===== config.mk =====
export PLATFORM = sky130hd
export DESIGN_NAME = qdec_cabac_ctrl
export DESIGN_NICKNAME = d
export VERILOG_FILES = /design/src/rtl/qdec_cabac_package.sv /design/src/rtl/qdec_cabac_ctrl_regmst.sv /design/src/rtl/qdec_cabac_ctrl.sv
export SDC_FILE = /design/constraint.sdc
export NUM_CORES = 1
export LEC_CHECK = 0
export BUFFER_PORTS_ARGS = -buffer_cell sky130_fd_sc_hd__clkbuf_2
export CORE_MARGIN = 4
export CORE_UTILIZATION = 56
export CTS_BUF_LIST = sky130_fd_sc_hd__clkbuf_4 sky130_fd_sc_hd__clkbuf_8
export DETAILED_ROUTE_END_ITERATION = 8
export GPL_TIMING_DRIVEN = 1
export PLACE_DENSITY = 0.76
export SLEW_MARGIN = 10
export SYNTH_ARGS = -nofsm -noshare
export SYNTH_HDL_FRONTEND = slang
export SYNTH_HIERARCHICAL = 1
export SYNTH_SLANG_ARGS = --single-unit

===== constraint.sdc =====
create_clock -name clk -period 5.23 [get_ports clk]
set_input_delay 0.2615 -clock clk [delete_from_list [all_inputs] [get_ports clk]]
set_output_delay 0.2615 -clock clk [all_outputs]
set_load 0.1 [all_outputs]

===== src/rtl/qdec_cabac_package.sv =====
`default_nettype none
// ============================================================================
// Module      : qdec_cabac_package
// Description : Shared register map, FSM states, error codes and helpers for
//               the CABAC decoder control block.
// Revision    : 1.0 - initial release
// ============================================================================
package qdec_cabac_package;

    // CABAC register map
    localparam logic [15:0] ADDR_CABAC_VPS_0          = 16'h0000;
    localparam logic [15:0] ADDR_CABAC_SPS_0          = 16'h0004;
    localparam logic [15:0] ADDR_CABAC_SPS_1          = 16'h0008;
    localparam logic [15:0] ADDR_CABAC_PPS_0          = 16'h000C;
    localparam logic [15:0] ADDR_CABAC_SLICE_HEADER_0 = 16'h0010;
    localparam logic [15:0] ADDR_CABAC_START          = 16'h0014;

    // Number of host-programmable shadow registers
    localparam int NUM_CFG = 5;

    // Control FSM states; DRAIN waits for an in-flight read after abort
    typedef enum logic [2:0] {
        ST_IDLE  = 3'd0,
        ST_WR    = 3'd1,
        ST_RD    = 3'd2,
        ST_START = 3'd3,
        ST_RUN   = 3'd4,
        ST_ERR   = 3'd5,
        ST_DRAIN = 3'd6
    } cabacState_t;

    // Error codes reported on err_code
    typedef enum logic [2:0] {
        ERR_NONE    = 3'd0,
        ERR_VERIFY  = 3'd1,
        ERR_CABAC   = 3'd2,
        ERR_TIMEOUT = 3'd3,
        ERR_ABORT   = 3'd4
    } cabacErr_t;

    // Shadow index to CABAC register address
    function automatic logic [15:0] cfgAddr(input logic [2:0] idx);
        logic [15:0] addr;
        case (idx)
            3'd0:    addr = ADDR_CABAC_VPS_0;
            3'd1:    addr = ADDR_CABAC_SPS_0;
            3'd2:    addr = ADDR_CABAC_SPS_1;
            3'd3:    addr = ADDR_CABAC_PPS_0;
            3'd4:    addr = ADDR_CABAC_SLICE_HEADER_0;
            default: addr = ADDR_CABAC_VPS_0;
        endcase
        return addr;
    endfunction

endpackage
`default_nettype wire


===== src/rtl/qdec_cabac_ctrl_regmst.sv =====
`default_nettype none
// ============================================================================
// Module      : qdec_cabac_ctrl_regmst
// Description : Single-outstanding register master. Holds a request stable
//               until accepted and tracks one pending read response.
// Revision    : 1.0 - initial release
// ============================================================================
module qdec_cabac_ctrl_regmst (
    input  logic        clk,
    input  logic        rst,
    // command side (from control FSM)
    input  logic        i_cmdVld,
    input  logic        i_cmdWe,
    input  logic [15:0] i_cmdAddr,
    input  logic [31:0] i_cmdWdata,
    input  logic        i_drop,
    output logic        o_cmdRdy,
    output logic        o_ack,
    output logic        o_rspVld,
    output logic [31:0] o_rspData,
    output logic        o_idle,
    // register bus
    output logic        o_regVld,
    output logic        o_regWe,
    output logic [15:0] o_regAddr,
    output logic [31:0] o_regWdata,
    input  logic        i_regRdy,
    input  logic        i_regRvld,
    input  logic [31:0] i_regRdata
);

    logic        r_vld;
    logic        r_we;
    logic        r_rdPend;
    logic [15:0] r_addr;
    logic [31:0] r_wdata;

    // New commands only when nothing is presented and no read is pending
    assign o_cmdRdy   = ~r_vld & ~r_rdPend;
    assign o_ack      = r_vld & i_regRdy;
    assign o_rspVld   = r_rdPend & i_regRvld;
    assign o_rspData  = i_regRdata;
    assign o_idle     = ~r_vld & ~r_rdPend;

    assign o_regVld   = r_vld;
    assign o_regWe    = r_we;
    assign o_regAddr  = r_addr;
    assign o_regWdata = r_wdata;

    // Request register and read-outstanding tracking
    always_ff @(posedge clk) begin
        if (rst) begin
            r_vld    <= 1'b0;
            r_we     <= 1'b0;
            r_rdPend <= 1'b0;
            r_addr   <= '0;
            r_wdata  <= '0;
        end else begin
            // acceptance beats drop: an accepted read must still be answered
            if (o_ack) begin
                r_vld <= 1'b0;
                if (!r_we) begin
                    r_rdPend <= 1'b1;
                end
            end else if (i_drop) begin
                r_vld <= 1'b0;
            end
            if (o_rspVld) begin
                r_rdPend <= 1'b0;
            end
            if (i_cmdVld && o_cmdRdy && !i_drop) begin
                r_vld   <= 1'b1;
                r_we    <= i_cmdWe;
                r_addr  <= i_cmdAddr;
                r_wdata <= i_cmdWdata;
            end
        end
    end

endmodule
`default_nettype wire


===== src/rtl/qdec_cabac_ctrl.sv =====
`default_nettype none
// ============================================================================
// Module      : qdec_cabac_ctrl
// Description : CABAC decoder control: programs config registers, optionally
//               verifies them, starts decode, tracks CTUs with a watchdog.
// Revision    : 1.0 - initial release
// ============================================================================
module qdec_cabac_ctrl
    import qdec_cabac_package::*;
#(
    parameter int TIMEOUT_W = 24,
    parameter int VERIFY_EN = 1
) (
    input  logic                 clk,
    input  logic                 rst,
    // host
    input  logic                 cfg_we,
    input  logic [2:0]           cfg_idx,
    input  logic [31:0]          cfg_wdata,
    input  logic                 go,
    input  logic                 abort,
    input  logic [TIMEOUT_W-1:0] timeout_lim,
    // register master
    output logic                 reg_vld,
    output logic                 reg_we,
    output logic [15:0]          reg_addr,
    output logic [31:0]          reg_wdata,
    input  logic                 reg_rdy,
    input  logic                 reg_rvld,
    input  logic [31:0]          reg_rdata,
    // CABAC events
    input  logic                 ctu_done_intr,
    input  logic                 done_intr,
    input  logic                 error_intr,
    // status
    output logic                 busy,
    output logic                 done,
    output logic                 err,
    output logic [2:0]           err_code,
    output logic [15:0]          ctu_cnt
);

    cabacState_t          r_state;
    cabacState_t          w_stateNext;
    logic [31:0]          r_shadow [NUM_CFG];
    logic [2:0]           r_idx;
    logic                 r_sent;
    logic [TIMEOUT_W-1:0] r_wdog;
    logic [15:0]          r_ctuCnt;
    logic                 r_done;
    logic                 r_err;
    cabacErr_t            r_errCode;
    cabacErr_t            w_errCode;

    logic                 w_cmdVld;
    logic                 w_cmdWe;
    logic [15:0]          w_cmdAddr;
    logic [31:0]          w_cmdWdata;
    logic                 w_drop;
    logic                 w_cmdRdy;
    logic                 w_ack;
    logic                 w_rspVld;
    logic [31:0]          w_rspData;
    logic                 w_mstIdle;
    logic                 w_lastIdx;
    logic [TIMEOUT_W:0]   w_wdogInc;
    logic                 w_wdogHit;
    logic                 w_goStart;

    assign w_lastIdx = (r_idx == 3'd4);
    assign w_wdogInc = {1'b0, r_wdog} + {{TIMEOUT_W{1'b0}}, 1'b1};
    // A CTU completion this cycle restarts the watchdog, so it cannot expire
    assign w_wdogHit = (timeout_lim != '0) && !ctu_done_intr
                       && (w_wdogInc >= {1'b0, timeout_lim});
    assign w_goStart = (w_stateNext == ST_WR)
                       && ((r_state == ST_IDLE) || (r_state == ST_ERR));

    qdec_cabac_ctrl_regmst u_regmst (
        .clk        (clk),
        .rst        (rst),
        .i_cmdVld   (w_cmdVld),
        .i_cmdWe    (w_cmdWe),
        .i_cmdAddr  (w_cmdAddr),
        .i_cmdWdata (w_cmdWdata),
        .i_drop     (w_drop),
        .o_cmdRdy   (w_cmdRdy),
        .o_ack      (w_ack),
        .o_rspVld   (w_rspVld),
        .o_rspData  (w_rspData),
        .o_idle     (w_mstIdle),
        .o_regVld   (reg_vld),
        .o_regWe    (reg_we),
        .o_regAddr  (reg_addr),
        .o_regWdata (reg_wdata),
        .i_regRdy   (reg_rdy),
        .i_regRvld  (reg_rvld),
        .i_regRdata (reg_rdata)
    );

    // Host shadow registers, writable only while idle
    always_ff @(posedge clk) begin
        if (rst) begin
            for (int i = 0; i < NUM_CFG; i++) begin
                r_shadow[i] <= '0;
            end
        end else if (cfg_we && (r_state == ST_IDLE) && (cfg_idx <= 3'd4)) begin
            r_shadow[cfg_idx] <= cfg_wdata;
        end
    end

    // Next-state, request generation and error-code selection
    always_comb begin
        w_stateNext = r_state;
        w_errCode   = r_errCode;
        w_cmdVld    = 1'b0;
        w_cmdWe     = 1'b0;
        w_cmdAddr   = '0;
        w_cmdWdata  = '0;
        w_drop      = 1'b0;
        case (r_state)
            ST_IDLE: begin
                if (go) w_stateNext = ST_WR;
            end
            ST_WR: begin
                w_cmdVld   = !r_sent;
                w_cmdWe    = 1'b1;
                w_cmdAddr  = cfgAddr(r_idx);
                w_cmdWdata = r_shadow[r_idx];
                if (w_ack && w_lastIdx) begin
                    w_stateNext = (VERIFY_EN != 0) ? ST_RD : ST_START;
                end
            end
            ST_RD: begin
                w_cmdVld  = !r_sent;
                w_cmdAddr = cfgAddr(r_idx);
                if (w_rspVld) begin
                    if (w_rspData != r_shadow[r_idx]) begin
                        w_stateNext = ST_ERR;
                        w_errCode   = ERR_VERIFY;
                    end else if (w_lastIdx) begin
                        w_stateNext = ST_START;
                    end
                end
            end
            ST_START: begin
                w_cmdVld   = !r_sent;
                w_cmdWe    = 1'b1;
                w_cmdAddr  = ADDR_CABAC_START;
                w_cmdWdata = 32'h1;
                if (w_ack) w_stateNext = ST_RUN;
            end
            ST_RUN: begin
                // error beats done beats timeout
                if (error_intr) begin
                    w_stateNext = ST_ERR;
                    w_errCode   = ERR_CABAC;
                end else if (done_intr) begin
                    w_stateNext = ST_IDLE;
                end else if (w_wdogHit) begin
                    w_stateNext = ST_ERR;
                    w_errCode   = ERR_TIMEOUT;
                end
            end
            ST_ERR: begin
                if (go) w_stateNext = ST_WR;
            end
            ST_DRAIN: begin
                if (w_mstIdle) begin
                    w_stateNext = ST_ERR;
                    w_errCode   = ERR_ABORT;
                end
            end
            default: w_stateNext = ST_IDLE;
        endcase
        // abort overrides everything outside IDLE; DRAIN is already draining
        if (abort && (r_state != ST_IDLE) && (r_state != ST_DRAIN)) begin
            w_stateNext = ST_DRAIN;
            w_cmdVld    = 1'b0;
            w_drop      = 1'b1;
        end
    end

    // State register plus sequencing, counters and status
    always_ff @(posedge clk) begin
        if (rst) begin
            r_state   <= ST_IDLE;
            r_idx     <= '0;
            r_sent    <= 1'b0;
            r_wdog    <= '0;
            r_ctuCnt  <= '0;
            r_done    <= 1'b0;
            r_err     <= 1'b0;
            r_errCode <= ERR_NONE;
        end else begin
            r_state <= w_stateNext;
            r_done  <= (r_state == ST_RUN) && (w_stateNext == ST_IDLE);

            if (w_cmdVld && w_cmdRdy) begin
                r_sent <= 1'b1;
            end

            case (r_state)
                ST_WR: begin
                    if (w_ack) begin
                        r_sent <= 1'b0;
                        r_idx  <= w_lastIdx ? 3'd0 : r_idx + 3'd1;
                    end
                end
                ST_RD: begin
                    if (w_rspVld) begin
                        r_sent <= 1'b0;
                        r_idx  <= w_lastIdx ? 3'd0 : r_idx + 3'd1;
                    end
                end
                ST_START: begin
                    if (w_ack) begin
                        r_sent <= 1'b0;
                        r_wdog <= '0;
                    end
                end
                ST_RUN: begin
                    if (ctu_done_intr) begin
                        r_wdog <= '0;
                        if (r_ctuCnt != 16'hFFFF) r_ctuCnt <= r_ctuCnt + 16'd1;
                    end else if (r_wdog != {TIMEOUT_W{1'b1}}) begin
                        r_wdog <= r_wdog + {{(TIMEOUT_W-1){1'b0}}, 1'b1};
                    end
                end
                default: ;
            endcase

            if ((w_stateNext == ST_ERR) && (r_state != ST_ERR)) begin
                r_err     <= 1'b1;
                r_errCode <= w_errCode;
            end

            if (w_goStart) begin
                r_ctuCnt  <= '0;
                r_err     <= 1'b0;
                r_errCode <= ERR_NONE;
                r_idx     <= '0;
                r_sent    <= 1'b0;
            end
        end
    end

    assign busy     = (r_state != ST_IDLE);
    assign done     = r_done;
    assign err      = r_err;
    assign err_code = r_errCode;
    assign ctu_cnt  = r_ctuCnt;

endmodule
`default_nettype wire

======== Word level (Yosys, flattened, before mapping) ========
Memory sizes are Yosys's and may differ from the RTL's. A register that Yosys moved wholly into a read port is not among the register bits.
Cells that the tools add are included.
storage, ports and cells
  bits in registers ....................... 103
  RAM bits ................................ 160
  input port bits ......................... 101
  logic and storage cells ................. 138
  memories kept ........................... 1
memories
  memory    words  bits a word  rd ports  clocked after memory_dff  write ports  RTL line               text
  r_shadow  5      32           1         1                         5            qdec_cabac_ctrl.sv:45  logic [31:0] r_shadow [NUM_CFG];
operators by class
  add/sub/neg operators ................... 4
  order comparisons ....................... 2
  equal/unequal tests ..................... 25
  multiplexer cells ....................... 51
  bitwise logic cells ..................... 6
  reduce and logical (&&, ||, !) cells .... 36
operators by type and width
  operator                                             count
  2-to-1 mux 24 bit                                    3
  2-to-1 mux 3 bit                                     23
  case mux 32 bit (2 select lines)                     1
  case mux 24 bit (2 select lines)                     1
  2-to-1 mux 32 bit                                    1
  != test 32 bit                                       1
  OR reduction 32 bit                                  1
  adder 24 x 1 -> 25 bit, second input constant        1
  greater-or-equal comparator 25 x 24 -> 1 bit         1
  adder 24 x 1 -> 24 bit, second input constant        1
  != test 24 bit, second input constant                1
  nonzero test 24 bit                                  1
  case mux 5 bit (4 select lines)                      1
  case mux 3 bit (6 select lines)                      1
  adder 16 x 1 -> 16 bit, second input constant        1
  2-to-1 mux 1 bit                                     16
  != test 16 bit, second input constant                1
  equality test 3 bit, second input constant           5
  equality test 3 x 2 -> 1 bit, second input constant  4
  logical AND 1 bit                                    12
  != test 3 bit, second input constant                 4
  case mux 5 bit (2 select lines)                      1
  OR reduction 2 bit                                   5
  equality test 3 x 1 -> 1 bit, second input constant  3
  other kinds (19)                                     34

======== Logic depth before layout (Yosys ltp) ========
  depth in word-level cells ............... 12
  gate-level depth with buffers ........... 19

======== Cells and area by module ========
The synthesis kept the hierarchy.
by module, submodules not included
  module                  times used  cells an instance  area an instance (um2)  sequential area each (um2)
  qdec_cabac_ctrl         1           1,252              15,273.4                8,788.4
  qdec_cabac_ctrl_regmst  1           257                2,593.7                 1,021.0

======== Worst setup path before layout ========
No wires, ideal clock.
  kind .................................... reg2reg
  start point ............................. register r_wdog[0]
  end point ............................... register r_err, in the netlist err
  library setup time ...................... 0.131 ns
  arrival time ............................ 3.972 ns
  slack ................................... 1.127 ns
  stages on the path, launching flop included .. 20
  period minus slack after synthesis ...... 4.103 ns
  cells stage by stage .................... dfxtp_1 ha_1 nand3_1 or3_1 buf_2 or4_1 clkbuf_2 or3_1 xnor2_1 ha_1 nand3_1 nor4_1 a221oi_1 o221ai_1 a21oi_1 a21oi_2 nor2_1 o21bai_2 buf_4 o32ai_1
between the ends
  cells in the longest elaborated chain, start to end .. 11
ends and longest elaborated chain
  item                                            RTL line                text
  from (decl)                                     qdec_cabac_ctrl.sv:48   logic [TIMEOUT_W-1:0] r_wdog;
  from (signal assigned)                          qdec_cabac_ctrl.sv:226  r_wdog <= r_wdog + {{(TIMEOUT_W-1){1'b0}}, 1'b1};
  adder 24 x 1 -> 25 bit *                        qdec_cabac_ctrl.sv:71   assign w_wdogInc = {1'b0, r_wdog} + {{TIMEOUT_W{1'b0}}, 1'b1};
  greater-or-equal comparator 25 x 24 -> 1 bit *  qdec_cabac_ctrl.sv:74   && (w_wdogInc >= {1'b0, timeout_lim});
  logical AND 1 bit *                             qdec_cabac_ctrl.sv:74
  2-to-1 mux 3 bit *                              qdec_cabac_ctrl.sv:159  end else if (w_wdogHit) begin
  2-to-1 mux 3 bit *                              qdec_cabac_ctrl.sv:157  end else if (done_intr) begin
  2-to-1 mux 3 bit *                              qdec_cabac_ctrl.sv:154  if (error_intr) begin
  case mux 3 bit (6 select lines) *               qdec_cabac_ctrl.sv:120  case (r_state)
  2-to-1 mux 3 bit *                              qdec_cabac_ctrl.sv:176  if (abort && (r_state != ST_IDLE) && (r_state != ST_DRAIN)) begin
  equality test 3 x 1 -> 1 bit                    qdec_cabac_ctrl.sv:75   assign w_goStart = (w_stateNext == ST_WR)
  logical AND 1 bit                               qdec_cabac_ctrl.sv:76   && ((r_state == ST_IDLE) || (r_state == ST_ERR));
  OR reduction 2 bit (no source line)             n/a
  to (signal assigned)                            qdec_cabac_ctrl.sv:192  r_err <= 1'b0;
  to (signal assigned)                            qdec_cabac_ctrl.sv:233  r_err <= 1'b1;
  to (signal assigned)                            qdec_cabac_ctrl.sv:239  r_err <= 1'b0;
  to (decl)                                       qdec_cabac_ctrl.sv:51   logic r_err;
Mark *: on every way between the ends. The rest lies on a longest branch, timed or not.
A chain may end at the register's enable or synchronous reset.

==> run metrics <==
crit path DAT=between 5000 and 6000 ps; max cap viols=0; GR Overflow Total=0; worst-path cell chain=ha_1 > nand3_1 > or3_1 > or4_1 > or3_1 > xnor2_1 > ha_1 > nand3_1 > nor4_1 > a221oi_1 > o221ai_1 > a21oi_1 > a21oi_2 > nor2_1 > o21bai_2 > buf_4 > nor2_1; vias in the first global route=between 10000 and 15000; Yosys top cell area share=between 40% and 50%; synthesized netlist cell count=roughly 1500; fin crit period=4640 ps; R2R Setup Slk=590 ps; Critical Path Fanout Max=20; Final Cycle Share=approximately 89%; Hold Crit Class=input port to flip-flop; crit path max-delay cell type=or4_1; Final setup violation count=0; Pins Over Slew Limit=0; total core area=between 30000 and 40000 µm²; Seq/Total Area, Yosys=between 50% and 60%; 1st-iter DRT viols=about 1200; setup TNS=0 ps; top post-synthesis cells by area=edfxtp_1 (43%), dfxtp_1 (12%), mux2i_1 (5.2%); P&R area growth vs syn=15.5%; pwr dens=between 300 and 400 nW/µm²; worst clock skew=about 27 ps; worst skew pair latency=between 600 and 700 ps; Worst slew margin=a little under a third; initial antenna violation count=6; Synthesis Warnings=6; Synth Area per Inst=roughly 12 µm²; f_max=between 0.2 and 0.25 GHz; ys async rst share=0%; crit path capture type=flip-flop; post-route antenna net violation count=0; final WL=about 43000 µm; Global Route Usage Sum=around 24%; die width=around 190 µm; H-tree Lvls=2; Vias/cell=5.60; EDFF count, synth=256; # DRC=0; status=finished clean; clk buf depth=3; Final #Nets=1920; Top Ports=173; Die Y=~190 µm; slowest stage delay, CP=700 ps; fill cell count=around 2400; total number of vias=roughly 13000; ys flop type=edfxtp_1; synth unique cells=between 70 and 80; num rows=65; WP data required=5720 ps; I/O Buffers=172; cell area after layout=20600 µm²; DR WL/cell=19.4 µm; Mapped Area=17900 µm²; CTS Root Buffer Type=clkbuf_8; Worst Tran Pin Value=1040 ps; first-pass GRT wire length=approximately 67000 µm; layout cells sized above 1=between 20% and 30%; Cell Area, Placed=19100 µm²; die area=roughly 35000 µm²; Crit Path Category=flip-flop to flip-flop; largest net degree at the start of global routing=102; dominant cell type by area after synthesis=edfxtp_1; final hold vios=0; RSZ-0062 raised after global routing=no; static leakage=~8.2 nW; CTS tree=built; Clk pin slew, worst setup/hold paths=about 60 ps; Post-DP HPWL=between 20000 and 30000 µm; clk sinks=roughly 360; cts bufs inserted=slightly below 60; first drt pass iteration count=5; Post-CTS Setup Bufs=0; Initial Utilization=roughly 57%; CP Launch Type=flip-flop; Placer Congestion=0.892; worst vdd ir=254 µV; synthesis-stage register bit count=362
## kinds of logic (layout without fill, tap and decap cells)
group                      count (synthesis)  in the layout  synth area share (%)
AOI/OAI and AO/OA                        179            179                  6.53
xor gates and xnor gates                  47             47                  2.30
adders and majority gates                 30             30                  2.10
buffers and inverters                    153            368                  4.78
DFF                                      362            362                  54.9
muxes                                    168            168                  11.2
other                                      1            113                0.0210
and+or+nand+nor                          569            569                  18.1
## Yosys cell counts (2+ instances only)
master / instances
o21ai_1: 3
nor4b_1: 5
and2_1: 135
a22oi_1: 26
a211oi_1: 3
xor2_1: 19
nand4_1: 16
a221oi_1: 2
inv_1: 37
o22ai_1: 29
mux4_2: 18
clkbuf_1: 51
and3_1: 48
nor4_1: 13
mux2_2: 56
ha_1: 30
nand3_1: 23
buf_4: 42
a21boi_0: 2
and3b_1: 2
a21o_1: 18
nand3b_1: 6
nor2_1: 88
buf_6: 3
edfxtp_1: 256
xnor2_1: 28
dfxtp_1: 106
or3_1: 14
o211ai_1: 2
nor3_1: 42
nor3b_1: 3
nand2b_1: 110
a21oi_1: 35
buf_2: 14
or2_2: 8
a22o_1: 3
nand2_1: 32
o21a_1: 7
nor2b_1: 14
mux2i_1: 92
o21ai_0: 34
buf_12: 5
## final timing paths
check | start | end | depth (start not counted)
setup / recovery | r_wdog[0] | flip-flop | 17
hold / removal | reg_rvld | u_regmst/r_rdPend | 3
setup reg to reg | r_wdog[0] | flip-flop | 17
hold reg to reg | u_regmst/o_regAddr[15] | u_regmst/o_regAddr[15] | 2
## metal layers
layer | vias up | routed length [µm] | track usage (%)
met5 | - | 27 | 0.137
met4 | 4 | 1060 | 7.79
met3 | 98 | 3910 | 5.65
met2 | 543 | 19900 | 37.9
met1 | 5996 | 18500 | 33.5
li1 | 5885 | - | -
## critical path, delay by kind of cell (launching register included)
kind	cells	cell delay (ps)
DFF	1	390
and+or+nand+nor	8	2480
AOI/OAI and AO/OA	5	650
adders and majority gates	2	580
xor gates and xnor gates	1	140
buffers and inverters	1	270
## registers in the layout (all words and copies together) (netlist names), named ones only
| signal | count |
|---|---|
| ctu_cnt | 16 |
| r_sent | 1 |
| r_wdog | 24 |
| u_regmst/o_regVld | 1 |
| err_code | 3 |
| u_regmst/o_regWe | 1 |
| r_idx | 3 |
| r_shadow | 256 |
| u_regmst/o_regAddr | 16 |
| err | 1 |
| done | 1 |
| u_regmst/r_rdPend | 1 |
| u_regmst/o_regWdata | 32 |
| r_state | 3 |
## stage by stage
step                      instances  power [mW]  setup WS (ps)  utilization [%]  hold slack (ps)
after global placement         2098        4.84            804             60.7              457
final                          2238        7.29            595             65.4             44.4
after detailed placement       2098        4.87            644             60.7              462
after CTS                      2234        7.32            615             65.4             18.9
after floorplan                1617        4.58           1130                -              360
after global routing           2237        7.58           85.9             65.4             18.9
## cell type report
type                    instances  area, µm²  area share (%)
diodes                          4       10.0          0.0485
inverters                      37        139           0.673
clock buffers                  80        988            4.79
repair buffers                228       1390            6.74
flip-flops and latches        362       9810            47.5
multi-input cells            1102       7630            37.0
well taps                     402        503            2.44
clock inverters                23        165           0.800
## placed cells by master, fill, tap and decap left out, drive strengths merged, types with 19 or more instances in the layout
cell,instances
a21oi,36
a22oi,26
and2,137
and3,48
buf,24
clkbuf,251
conb,109
dfxtp,106
dlygate4sd3,33
edfxtp,256
ha,30
inv,40
mux2,56
mux2i,93
mux4,19
nand2,33
nand2b,110
nand3,23
nor2,89
nor3,42
o21ai,38
o22ai,29
xnor2,28
xor2,19
## timing repair
| item | CTS | global route |
|---|---|---|
| hold buffers | 33 | 0 |
| endpoints found under the hold margin | 129 | 0 |
| gates resized for setup | 0 | 0 |
## report_power, final
part	switching (mW)	internal [mW]
clock	1.12	1.32
combinational	1.02	0.444
sequential	0.118	3.27
Power figures use the tool's default switching activity.
